## config.mk

```make
export PLATFORM = sky130hd
export DESIGN_NAME = fp_adder_pipe
export DESIGN_NICKNAME = d
export VERILOG_FILES = /design/src/rtl/fp_pkg.sv /design/src/rtl/fp_lzc.sv /design/src/rtl/fp_adder_pipe.sv
export SDC_FILE = /design/constraint.sdc
export NUM_CORES = 1
export LEC_CHECK = 0
export CAP_MARGIN = 20
export CORE_MARGIN = 2
export CORE_UTILIZATION = 55
export DETAILED_ROUTE_END_ITERATION = 6
export PLACE_DENSITY = 0.74
export REMOVE_ABC_BUFFERS = 1
export SYNTH_ARGS = -nofsm -noshare
export SYNTH_HDL_FRONTEND = slang
export SYNTH_HIERARCHICAL = 1
export SYNTH_SLANG_ARGS = --single-unit
```

## constraint.sdc

```tcl
create_clock -name clk -period 11.1 [get_ports clk]
set_input_delay 2.22 -clock clk [delete_from_list [all_inputs] [get_ports clk]]
set_output_delay 2.22 -clock clk [all_outputs]
set_load 0.01 [all_outputs]
```

## src/rtl/fp_pkg.sv

```systemverilog
// Shared constants, class encoding and helpers for the pipelined FP adder.
package fp_pkg;

    localparam int EXP_W_DEF = 8;
    localparam int MAN_W_DEF = 23;

    typedef enum logic [1:0] {
        CLS_ZERO,
        CLS_NORM,
        CLS_INF,
        CLS_NAN
    } fp_cls_t;

    localparam logic [31:0] QNAN_SP = 32'h7FC0_0000;
    localparam logic [31:0] INF_SP  = 32'h7F80_0000;

    function automatic int exp_bias(input int ew);
        return (1 << (ew - 1)) - 1;
    endfunction

endpackage

```

## src/rtl/fp_lzc.sv

```systemverilog
// Leading-zero counter; returns WIDTH when the input is all zeros.
module fp_lzc #(
    parameter int WIDTH = 8
) (
    input  logic [WIDTH-1:0]             bits,
    output logic [$clog2(WIDTH+1)-1:0]   count
);
    localparam int CW = $clog2(WIDTH + 1);

    // Scanning upward lets the highest set bit win.
    always_comb begin
        count = CW'(WIDTH);
        for (int i = 0; i < WIDTH; i++) begin
            if (bits[i]) count = CW'(WIDTH - 1 - i);
        end
    end
endmodule

```

## src/rtl/fp_adder_pipe.sv

```systemverilog
// Pipelined IEEE-754 style adder/subtractor: input register, then
// align (S1), add (S2), normalise/round/pack (S3).
module fp_adder_pipe
    import fp_pkg::*;
#(
    parameter int EXP_W = EXP_W_DEF,
    parameter int MAN_W = MAN_W_DEF
) (
    input  logic                     clk,
    input  logic                     rst,
    input  logic                     x_rdy,
    input  logic                     y_rdy,
    input  logic [EXP_W+MAN_W:0]     x_data,
    input  logic [EXP_W+MAN_W:0]     y_data,
    input  logic                     sub,
    output logic                     in_ack,
    output logic [EXP_W+MAN_W:0]     z_data,
    output logic                     done,
    input  logic                     z_ack
);
    localparam int W    = 1 + EXP_W + MAN_W;
    localparam int MX   = MAN_W + 4;
    localparam int LZW  = $clog2(MX + 1);
    localparam int EMAX = 2 * exp_bias(EXP_W) + 1;
    localparam logic [W-1:0] QNAN = {1'b0, {EXP_W{1'b1}}, 1'b1, {(MAN_W-1){1'b0}}};
    localparam logic [W-1:0] INF  = {1'b0, {EXP_W{1'b1}}, {MAN_W{1'b0}}};

    function automatic fp_cls_t classify(input logic [EXP_W-1:0] e, input logic [MAN_W-1:0] m);
        if (e == '0) return CLS_ZERO;
        if (e == '1) return (m == '0) ? CLS_INF : CLS_NAN;
        return CLS_NORM;
    endfunction

    logic adv;
    assign adv    = !(done && !z_ack);
    assign in_ack = adv;

    // Input register
    logic         v0, sub_r;
    logic [W-1:0] xr, yr;

    always_ff @(posedge clk or posedge rst) begin
        if (rst) begin
            v0 <= 1'b0; xr <= '0; yr <= '0; sub_r <= 1'b0;
        end else if (adv) begin
            v0 <= x_rdy && y_rdy;
            xr <= x_data; yr <= y_data; sub_r <= sub;
        end
    end

    // S1: classify, swap larger magnitude into a, align b
    logic             xs, ys, swap, sp1, as1;
    logic [EXP_W-1:0] xe, ye, ae, be, d;
    logic [MAN_W-1:0] xm, ym, am, bm;
    logic [MX-1:0]    bext, bal;
    logic [W-1:0]     spv1;
    fp_cls_t          xc, yc;

    assign xs = xr[W-1];
    assign ys = yr[W-1] ^ sub_r;
    assign xe = xr[W-2:MAN_W];
    assign ye = yr[W-2:MAN_W];
    assign xm = xr[MAN_W-1:0];
    assign ym = yr[MAN_W-1:0];
    assign xc = classify(xe, xm);
    assign yc = classify(ye, ym);

    always_comb begin
        swap = {ye, ym} > {xe, xm};
        ae   = swap ? ye : xe;
        be   = swap ? xe : ye;
        am   = swap ? ym : xm;
        bm   = swap ? xm : ym;
        as1  = swap ? ys : xs;
        d    = ae - be;
        bext = {1'b1, bm, 3'b000};
        if (int'(d) >= MAN_W + 3) begin
            bal = {{(MX-1){1'b0}}, 1'b1};
        end else begin
            bal    = bext >> d;
            bal[0] = bal[0] | (|(bext & ~({MX{1'b1}} << d)));
        end
        sp1  = 1'b1;
        spv1 = '0;
        priority case (1'b1)
            xc == CLS_NAN || yc == CLS_NAN: spv1 = QNAN;
            xc == CLS_INF && yc == CLS_INF: spv1 = (xs != ys) ? QNAN : {xs, INF[W-2:0]};
            xc == CLS_INF:                  spv1 = {xs, INF[W-2:0]};
            yc == CLS_INF:                  spv1 = {ys, INF[W-2:0]};
            xc == CLS_ZERO && yc == CLS_ZERO: spv1 = {xs && ys, {(W-1){1'b0}}};
            xc == CLS_ZERO:                 spv1 = {ys, yr[W-2:0]};
            yc == CLS_ZERO:                 spv1 = xr;
            default:                        sp1  = 1'b0;
        endcase
    end

    logic             v1, s1_sp, s1_sign, s1_sub;
    logic [W-1:0]     s1_spv;
    logic [EXP_W-1:0] s1_exp;
    logic [MX-1:0]    s1_a, s1_b;

    always_ff @(posedge clk or posedge rst) begin
        if (rst) begin
            v1 <= 1'b0; s1_sp <= 1'b0; s1_spv <= '0; s1_sign <= 1'b0;
            s1_sub <= 1'b0; s1_exp <= '0; s1_a <= '0; s1_b <= '0;
        end else if (adv) begin
            v1 <= v0; s1_sp <= sp1; s1_spv <= spv1; s1_sign <= as1;
            s1_sub <= xs ^ ys; s1_exp <= ae;
            s1_a <= {1'b1, am, 3'b000}; s1_b <= bal;
        end
    end

    // S2: magnitude add/subtract; a >= b so the difference is never negative
    logic             v2, s2_sp, s2_sign;
    logic [W-1:0]     s2_spv;
    logic [EXP_W-1:0] s2_exp;
    logic [MX:0]      s2_sum;

    always_ff @(posedge clk or posedge rst) begin
        if (rst) begin
            v2 <= 1'b0; s2_sp <= 1'b0; s2_spv <= '0; s2_sign <= 1'b0;
            s2_exp <= '0; s2_sum <= '0;
        end else if (adv) begin
            v2 <= v1; s2_sp <= s1_sp; s2_spv <= s1_spv; s2_sign <= s1_sign;
            s2_exp <= s1_exp;
            s2_sum <= s1_sub ? {1'b0, s1_a} - {1'b0, s1_b} : {1'b0, s1_a} + {1'b0, s1_b};
        end
    end

    // S3: normalise, round to nearest even, pack
    logic [LZW-1:0]   lz;
    logic [MX-1:0]    n;
    logic [EXP_W+1:0] e;
    logic [MAN_W+1:0] mr;
    logic [MAN_W-1:0] frac;
    logic             rnd;
    logic [W-1:0]     z_n;

    fp_lzc #(.WIDTH(MX)) u_lzc (
        .bits  (s2_sum[MX-1:0]),
        .count (lz)
    );

    always_comb begin
        if (s2_sum[MX]) begin
            n = {s2_sum[MX:2], s2_sum[1] | s2_sum[0]};
            e = {2'b00, s2_exp} + (EXP_W+2)'(1);
        end else begin
            n = s2_sum[MX-1:0] << lz;
            e = {2'b00, s2_exp} - (EXP_W+2)'(lz);
        end
        rnd = n[2] && (n[1] || n[0] || n[3]);
        mr  = {1'b0, n[MX-1:3]} + (MAN_W+2)'(rnd);
        if (mr[MAN_W+1]) begin
            e    = e + (EXP_W+2)'(1);
            frac = '0;
        end else begin
            frac = mr[MAN_W-1:0];
        end
        if (s2_sp)
            z_n = s2_spv;
        else if (s2_sum == '0 || e[EXP_W+1] || e == '0)
            z_n = '0;
        else if (e[EXP_W:0] >= (EXP_W+1)'(EMAX))
            z_n = {s2_sign, INF[W-2:0]};
        else
            z_n = {s2_sign, e[EXP_W-1:0], frac};
    end

    always_ff @(posedge clk or posedge rst) begin
        if (rst) begin
            done   <= 1'b0;
            z_data <= '0;
        end else if (adv) begin
            done <= v2;
            if (v2) z_data <= z_n;
        end
    end

endmodule

```

==> results by group, run 1 <==
Route
  • Vias: 18300
  • Total wire length: between 60000 and 70000 um
  • 1st-pass router iterations: 5
  • DR vias/cell: between 6 and 7
  • Iteration-0 DRC Markers: 1901
  • DRC: 0
  • Post-route ant nets: 0
  • DR WL/cell: 22.2 um

STA
  • Setup Viol. Count Final: 0
  • Max transition margin: 30.3%
  • Maximum clock frequency: ~140 MHz
  • Period minus WS final: 6990 ps
  • Clock skew: around 66 ps
  • Worst Max-Slew Pin Slew: around 1000 ps
  • Final Slew Violations: 0
  • Fin crit share: a little over three fifths
  • RSZ-0062 raised after global routing: no
  • Final Hold Fails: 0
  • TNS Setup: 0 ps
  • Post-route setup slack: 4110 ps

Yosys
  • Area leader, netlist: dfrtp_1
  • Area contributors post-synth: dfrtp_1 (34%), nand2_1 (8.6%), ha_1 (5.7%)
  • Number of synthesized flops with an enable pin: 0
  • Warnings from Yosys: 6
  • Top cell type's share of synthesized area: about a third
  • FF+latch count, synth: between 200 and 300
  • Mapped cell area: around 0.02 mm2
  • Asr flop ratio synth: between 90% and 100%
  • Post-Synthesis Cells: around 2400
  • Synth unique cells: 113
  • Main flop type after synthesis: dfrtp_1
  • Post-Syn Area per Cell: 8.33 um2
  • Register area share after synthesis: approximately 34%

Finish
  • Most frequent cells in the layout: nand2_1 (450), dfrtp_1 (265), o21ai_0 (210), nor2_1 (175), a21oi_1 (165)
  • Ant diodes: 0
  • Final instance area: ~0.022 mm2
  • Area delta synth->final: 11.1%
  • Share of cells above drive strength 1: roughly 8.0%
  • Commonest non-fill, non-tap cell in the layout: nand2_1
  • Post-layout net count: 2549
  • Non-filler cells, final: approximately 2900

Global routing
  • Initial antenna violation count: 0
  • First-pass GRT wire length: between 90000 and 100000 um
  • Largest net degree at the start of global routing: ~150
  • GRT Total Usage: 33.3%
  • Number of global-route vias before repair: between 15000 and 20000
  • GRT overflow: 0

Run status
  • Status: finished clean

Place
  • Placed Instances: between 2000 and 3000
  • DP Area: 0.0208 mm2
  • Final GP Congestion: ~1
  • Port Buffers: 103
  • Post-Place Setup Slack: 4340 ps
  • HPWL after DPL: around 47000 um

CTS
  • CTS tree: yes
  • Clock sink count: around 270
  • # hold bufs at CTS: 0
  • TritonCTS buffer count: 30
  • Setup bufs post-CTS: 0
  • Clock transition at the registers of the reported paths: ~60 ps
  • Root buf cell: clkbuf_16
  • Clk_lat worst skew: between 600 and 700 ps
  • H-Tree Depth: 1
  • Cts repair resizes: 0
  • Max clock buf depth: 3

Worst setup path
  • Top delay family on crit path: simple AND/OR/NAND/NOR gates
  • CP Data Required Time: about 12000 ps
  • Kind of critical path: register to register
  • Max stage delay on crit path: between 600 and 700 ps
  • CP Cell Sequence: inv_1 -> ha_1 -> buf_4 -> nand4_1 -> nor4_1 -> nand3_1 -> o21a_1 -> nor2_1 -> nor2_1 -> nor2_1 -> ha_1 -> o21ai_0 -> nand2_1 -> a21oi_1 -> o32ai_1 -> or4b_2 -> o31a_1 -> nand2_1 -> buf_4 -> nand3_1 -> nor3_1 -> a32oi_1 -> o21ai_0
  • CP Buf/Inv Count: 3
  • WP data arrival: about 7500 ps
  • Crit path max fanout: between 40 and 50
  • Critical path's slowest cell: nor2_1
  • Most numerous cell on the critical path: nor2_1
  • Startpoint types: register
  • Endpoint class of the critical path: register

Floorplan
  • Initial Util: between 50 and 60%
  • Die H: 193 um
  • Die area: between 0.03 and 0.04 mm2
  • Io pins: roughly 100
  • Core area: 0.0355 mm2
  • Die width: approximately 190 um
  • Row count: 69

Power
  • Leak: a little under 0.01 uW
  • Switching Power: ~3800 uW
  • Clk pwr share: 13.6%
  • Comb power frac: roughly 64%
  • Tot Pwr: between 7000 and 8000 uW
  • Sw frac: 50.9%
  • Register share of total power: between 20 and 25%
  • Internal power: ~3700 uW
  • Power density cells: approximately 340 mW/mm2
  • Peak supply drop: about 210 uV

Job
  • Max-cap violations: 0

Worst hold path
  • Worst hold path type: register to register
==> worst min-delay path: stages, from the launching register on <==
cell	delay (ps)
dfrtp_1	340
nand2_1	50
nand2_1	50
==> layout make-up <==
class                           count  area (um2)
Sequential cell                   265        6630
Timing Repair Buffer              129        1270
Tap cell                          461         577
Multi-Input combinational cell   1847       12000
Inverter                          114         440
Clock inverter                     14         165
Fill cell                        3158       13500
Clock buffer                       42         856
==> flip-flops by register name, indices dropped and copies added, names as in the netlist, 8 cells and up <==
name and flops:
s2_exp 8, s1_spv 32, xr 32, s1_b 27, yr 32, s2_spv 32
s1_exp 8, z_data 32, s1_a 24, s2_sum 28
==> path summary, 6_finish.rpt <==
| check | startpoint | endpoint | slack (ps) | depth (start not counted) |
|---|---|---|---|---|
| hold reg to reg | s2_spv[9] | s2_spv[9] | 470 | 2 |
| setup reg to reg | xr[23] | s1_b[3] | 4110 | 23 |
| hold / removal | s2_spv[9] | s2_spv[9] | 470 | 2 |
| setup / recovery | xr[23] | s1_b[3] | 4110 | 23 |
| min in group asynchronous | rst | s1_spv[29] | 1930 | 2 |
| max in group asynchronous | rst | xr[13] | 7420 | 4 |
==> Yosys cell counts, types with 6 or more instances <==
| cell | count |
|---|---|
| o21a_1 | 7 |
| o22ai_1 | 23 |
| o22ai_2 | 9 |
| dfrtp_1 | 265 |
| o21ai_0 | 210 |
| mux4_2 | 37 |
| a31oi_1 | 25 |
| mux2_2 | 23 |
| nor3_1 | 41 |
| nor2_1 | 175 |
| inv_1 | 107 |
| nand2b_1 | 18 |
| xnor2_1 | 51 |
| buf_1 | 9 |
| a21o_1 | 14 |
| or2_2 | 6 |
| o211ai_1 | 8 |
| and2_1 | 13 |
| nand4_1 | 22 |
| nor2b_1 | 13 |
| o31ai_1 | 15 |
| mux2i_1 | 79 |
| ha_1 | 90 |
| a22oi_1 | 32 |
| a211oi_1 | 22 |
| or3_1 | 17 |
| o22ai_4 | 7 |
| clkbuf_1 | 100 |
| buf_2 | 13 |
| a22o_1 | 9 |
| xor2_1 | 15 |
| o21bai_1 | 10 |
| buf_6 | 14 |
| nand3_1 | 44 |
| nor4_1 | 33 |
| nand2_1 | 451 |
| and3_1 | 26 |
| a21oi_1 | 166 |
| o31a_1 | 7 |
==> stage by stage <==
step,hold WS (ps),util (%)
finish,470,61.8
global placement,448,58.8
global route,500,61.8
floorplan,431,-
CTS,468,61.6
detailed placement,456,58.8
==> layer usage <==
metal	share of wire, %	vias to the layer above	global-route usage, %
met5	0	-	0
met4	3.1	0	10.8
met3	7.6	114	4.86
met2	45	774	51.9
met1	44	8881	48.0
li1	-	8505	-
==> cells by family (layout without fill, tap and decap cells) <==
| group | count (synthesis) | after routing | share of synthesized area, % |
|---|---|---|---|
| buffers and inverters | 259 | 299 | 5.90 |
| multiplexers | 143 | 143 | 9.99 |
| flip-flops | 265 | 265 | 33.6 |
| AO/OA/AOI/OAI | 648 | 648 | 21.0 |
| AND/OR/NAND/NOR | 896 | 896 | 20.5 |
| adder cells (fa/ha/maj) | 93 | 93 | 5.96 |
| XOR/XNOR | 67 | 67 | 3.01 |
==> power groups by stage <==
stage	logic [uW]	registers [uW]	clock network, uW
after detailed placement	4650	1730	0
after CTS	4680	1710	1040
after global routing	5180	1760	1070
after floorplan	3300	1610	0
after global placement	4640	1710	0
final	4780	1720	1020
No activity file was read; power rests on OpenSTA's default activity.
==> run 2, diff against run 1 <==
--- a/config.mk
+++ b/config.mk
@@ -9,7 +9,7 @@
 export CORE_MARGIN = 2
 export CORE_UTILIZATION = 55
 export DETAILED_ROUTE_END_ITERATION = 6
-export PLACE_DENSITY = 0.74
+export PLACE_DENSITY = 0.77
 export REMOVE_ABC_BUFFERS = 1
 export SYNTH_ARGS = -nofsm -noshare
 export SYNTH_HDL_FRONTEND = slang
==> constraint.sdc (replaced) <==
create_clock -name clk -period 6.4 [get_ports clk]
set_input_delay 1.28 -clock clk [delete_from_list [all_inputs] [get_ports clk]]
set_output_delay 1.28 -clock clk [all_outputs]
set_load 0.01 [all_outputs]
==> results by group, run 2 (synthesis results as in run 1) <==
CTS
  • Clk_lat worst skew: 620 ps
  • Clock sink count: ~270
  • CTS tree: yes
  • Cts repair resizes: 0
  • Setup bufs post-CTS: 0
  • TritonCTS buffer count: 30
  • H-Tree Depth: 1
  • # hold bufs at CTS: 0
  • Root buf cell: clkbuf_16
  • Max clock buf depth: 3
  • Clock transition at the registers of the reported paths: about 60 ps

Route
  • Vias: 18500
  • Iteration-0 DRC Markers: 2113
  • Met2 wire length: 27800 um
  • Total wire length: between 60000 and 70000 um
  • 1st-pass router iterations: 5
  • Routed met3 length: around 4700 um
  • Highest layer used for signal routing: met4
  • DR WL/cell: approximately 21 um
  • Post-route ant nets: 0
  • DRC: 0
  • DR vias/cell: 6.41
  • Met1 Wirelength: 26800 um

Floorplan
  • Initial Util: 55.7%
  • Die area: ~0.037 mm2
  • Die H: about 190 um
  • Row count: 69
  • Die width: between 150 and 200 um
  • Io pins: about 100
  • Core area: around 0.035 mm2

Power
  • Tot Pwr: ~13000 uW
  • Power density cells: 593 mW/mm2
  • Peak supply drop: between 300 and 400 uV
  • Leak: between 0.009 and 0.01 uW

Worst setup path
  • R2r setup slk: between 400 and 500 ps
  • Kind of critical path: register to register
  • Origin of the critical flop-to-flop path: s2_sum[4]
  • Endpoint class of the critical path: register
  • Crit path max fanout: 23
  • Crit path from: s2_sum[4]
  • WP data arrival: approximately 6500 ps
  • CP Data Required Time: 6930 ps
  • Startpoint types: register

Finish
  • Fillers: about 3000
  • Commonest non-fill, non-tap cell in the layout: nand2_1
  • Post-layout net count: 2570
  • Share of cells above drive strength 1: 8.92%
  • Area delta synth->final: 12.4%
  • Multi-input logic area: 0.0120 mm2
  • Final instance area: between 0.02 and 0.025 mm2
  • Ant diodes: 0
  • FF/Latch Area: ~0.0066 mm2
  • Most frequent cells in the layout: nand2_1 (450), dfrtp_1 (265), o21ai_0 (210), nor2_1 (175), a21oi_1 (165)

STA
  • Max transition margin: 33.7%
  • Maximum clock frequency: about 170 MHz
  • Final Slew Violations: 0
  • Clock skew: ~73 ps
  • Setup Viol. Count Final: 0
  • RSZ-0062 raised after global routing: no
  • Fin crit share: just over 90%
  • Worst Max-Slew Pin Slew: between 900 and 1000 ps
  • Period minus WS final: 5970 ps
  • Hold Slack: roughly 460 ps
  • Final Hold Fails: 0

Run status
  • Status: finished clean

Place
  • HPWL after DPL: between 40000 and 50000 um
  • Port Buffers: around 100
  • DP Area: ~0.021 mm2
  • Final GP Congestion: around 1

Global routing
  • GRT Total Usage: 32.6%
  • Initial antenna violation count: 0
  • Largest net degree at the start of global routing: between 150 and 200
  • GRT overflow: 0
  • First-pass GRT wire length: 98800 um
  • Number of global-route vias before repair: 17600

Worst hold path
  • Worst hold path type: register to register
  • Worst Hold Launch: s1_spv[11]

Job
  • Max-cap violations: 0
==> run 2: final timing paths <==
path                              endpoint  depth (start not counted)
worst max-delay path            z_data[14]                         18
worst min-delay path            s2_spv[11]                          2
worst max register to register  z_data[14]                         18
worst min register to register  s2_spv[11]                          2
max in group asynchronous         s1_a[23]                          4
min in group asynchronous        s1_exp[6]                          2
==> run 2: worst max-delay path, stage by stage (launching register included) <==
cell       delay (ps)
dfrtp_1           620
nor2b_1            90
a2111oi_0         520
o221a_1           320
o22ai_4           240
buf_4             280
mux4_2            380
mux2i_1           110
mux2_1            380
o31ai_1           310
nand4_2           230
nand4b_4          240
nor3_4            430
a31oi_1           150
a21oi_1           230
a221o_1           210
nand3_2           160
or4_4             690
o21ai_0           260
==> run 2: metal layers <==
layer	vias up	track usage (%)
li1	8555	-
met1	8988	46.7
met2	851	50.8
met3	150	3.68
met4	0	12.9
met5	-	0
==> run 2: final cells by class <==
class | count | share of cell area (%)
flip-flops and latches | 265 | 29.9
repair buffers | 149 | 6.56
clock buffers | 41 | 3.84
well taps | 461 | 2.60
clock inverters | 15 | 1.06
inverters | 114 | 1.98
multi-input cells | 1848 | 54.1
==> run 2: through the flow <==
step	util, %	instances	setup slack, ps	TNS, ps
2_1_floorplan	-	2226	-9310	-2488200
3_5_place_dp	59.3	2833	254	0
5_1_grt	62.6	2893	5.03	0
6_report	62.6	2893	433	0
3_3_place_gp	59.2	2832	496	0
4_1_cts	62.3	2889	263	0
==> run 2: where the power goes <==
group	switching (uW)	internal (uW)	leakage (uW)
registers	749	2200	0.00334
logic	5080	3270	0.00591
clock network	738	1140	0.000533
total	6560	6610	0.00978
==> run 3, diff against run 2 <==
--- a/config.mk
+++ b/config.mk
@@ -11,6 +11,7 @@
 export DETAILED_ROUTE_END_ITERATION = 6
 export PLACE_DENSITY = 0.77
 export REMOVE_ABC_BUFFERS = 1
+export SLEW_MARGIN = 5
 export SYNTH_ARGS = -nofsm -noshare
 export SYNTH_HDL_FRONTEND = slang
 export SYNTH_HIERARCHICAL = 1
==> results by group, run 3 (synthesis results as in run 1) <==
Place
  • DP Area: around 0.021 mm2
  • Port Buffers: around 100
  • Placed Instances: about 2800
  • Final GP Congestion: approximately 1.0
  • HPWL after DPL: about 46000 um

Worst setup path
  • Critical path's slowest cell: or4_4
  • Reg2Reg Depth: 16
  • Kind of critical path: register to register
  • Top delay family on crit path: simple AND/OR/NAND/NOR gates
  • Crit path max fanout: 23
  • Endpoint class of the critical path: register
  • R2r setup slk: around 390 ps
  • CP Data Required Time: between 6000 and 7000 ps
  • Startpoint types: register
  • WP data arrival: 6550 ps
  • CP Buf/Inv Count: 2
  • Max stage delay on crit path: 690 ps
  • Origin of the critical flop-to-flop path: s2_sum[19]
  • CP Cell Sequence: nor4_1 -> nand3_1 -> nor2_1 -> inv_2 -> buf_4 -> mux2i_1 -> mux4_2 -> a21o_1 -> nand4bb_1 -> nor3_4 -> a31oi_1 -> a21oi_1 -> a221o_1 -> nand3_2 -> or4_4 -> o21ai_0
  • End of the worst register-to-register path: z_data[14]
  • Crit path from: s2_sum[19]

STA
  • Maximum clock frequency: ~170 MHz
  • Setup Viol. Count Final: 0
  • Hold Slack: between 400 and 500 ps
  • Final Slew Violations: 0
  • RSZ-0062 raised after global routing: no
  • Fin crit share: between 90% and 100%
  • Max transition margin: between 30% and 40%
  • Period minus WS final: around 6000 ps
  • Clock skew: about 79 ps
  • Worst Max-Slew Pin Slew: slightly below 1000 ps
  • Final Hold Fails: 0

CTS
  • CTS tree: yes
  • H-Tree Depth: 1
  • Clock sink count: between 200 and 300
  • Clk_lat worst skew: just over 600 ps
  • Max clock buf depth: 3
  • Clock transition at the registers of the reported paths: around 60 ps
  • TritonCTS buffer count: 30
  • Root buf cell: clkbuf_16

Finish
  • Non-filler cells, final: between 2000 and 3000
  • Share of cells above drive strength 1: around 9%
  • Commonest non-fill, non-tap cell in the layout: nand2_1
  • Most frequent cells in the layout: nand2_1 (450), dfrtp_1 (265), o21ai_0 (210), nor2_1 (175), a21oi_1 (165)
  • Multi-input logic area: 0.0120 mm2
  • FF/Latch Area: ~0.0066 mm2
  • Final instance area: approximately 0.022 mm2
  • Fillers: between 3000 and 4000
  • Area delta synth->final: 12.4%
  • Post-layout net count: between 2000 and 3000

Floorplan
  • Initial Util: a little under three fifths
  • Core area: about 0.035 mm2
  • Die area: 0.0374 mm2
  • Row count: approximately 70
  • Io pins: 104
  • Die H: 193 um
  • Die width: between 150 and 200 um

Worst hold path
  • Worst hold stages: 2
  • Hold Path End: s2_spv[17]
  • Worst hold path type: register to register
  • Worst Hold Launch: s2_spv[17]

Route
  • DR vias/cell: between 6 and 7
  • Post-route ant nets: 0
  • Total wire length: 61900 um
  • DRC: 0
  • DR WL/cell: about 21 um
  • Iteration-0 DRC Markers: ~2000
  • 1st-pass router iterations: 5
  • Vias: ~18000

Global routing
  • Initial antenna violation count: 0
  • Largest net degree at the start of global routing: 153
  • GRT overflow: 0
  • Number of global-route vias before repair: about 18000
  • First-pass GRT wire length: 98800 um
  • GRT Total Usage: 32.6%

Power
  • Power density cells: ~600 mW/mm2
  • Peak supply drop: ~380 uV
  • Leak: 0.00978 uW

Job
  • Max-cap violations: 0

Run status
  • Status: finished clean
## run 3: worst reg2reg max path, stage by stage (launching register included)
cell and delay, ps:
dfrtp_1 530, nor4_1 530, nand3_1 180, nor2_1 590, inv_2 400, buf_4 320
mux2i_1 160, mux4_2 470, a21o_1 240, nand4bb_1 290, nor3_4 540, a31oi_1 150
a21oi_1 250, a221o_1 230, nand3_2 170, or4_4 690, o21ai_0 270
## run 3: worst max path at each step
| stage | endpoint | slack [ps] | depth (start not counted) |
|---|---|---|---|
| 2_1_floorplan | z_data[14] | -9310 | 6 |
| 3_3_place_gp | z_data[12] | 500 | 16 |
| 3_5_place_dp | z_data[14] | 250 | 17 |
| 4_1_cts | z_data[14] | 260 | 19 |
| 5_1_grt | s1_b[1] | 5 | 22 |
| 6_report | z_data[14] | 390 | 16 |
## run 3: area by class of cell
| class | count | area share, % |
|---|---|---|
| clock buffer | 41 | 3.84 |
| timing repair buffer | 149 | 6.56 |
| inverter | 114 | 1.98 |
| sequential | 265 | 29.9 |
| multi-input combinational | 1848 | 54.1 |
| tap | 461 | 2.60 |
| antenna | 1 | 0.0113 |
| clock inverter | 15 | 1.06 |
## run 3: where the power goes
group	switching [uW]	leakage, uW	internal, uW
Sequential	751	0.00334	2200
Combinational	5070	0.00591	3270
Clock	743	0.000533	1140
Total	6570	0.00978	6610
## run 3: routing by layer
| metal | wire [um] | GRT usage, % | vias up |
|---|---|---|---|
| li1 | - | - | 8552 |
| met1 | 26600 | 46.7 | 8937 |
| met2 | 27900 | 50.8 | 852 |
| met3 | 4780 | 3.68 | 155 |
| met4 | 2590 | 12.9 | 0 |
| met5 | 0 | 0 | - |
## run 3: what timing repair did
| action | in CTS | in global routing |
|---|---|---|
| setup endpoints to repair | 0 | 27 |
| buffers inserted | 0 | 0 |
| hold buffers | 0 | 0 |
| gates resized for setup | 0 | 2 |
## run 3: through the flow
stage	setup WS (ps)	total power [uW]	util, %	TNS (ps)
floorplan	-9310	8510	-	-2488200
global placement	496	11000	59.2	0
detailed placement	254	11100	59.3	0
CTS	263	13000	62.3	0
global route	5.03	14000	62.6	0
finish	386	13200	62.6	0
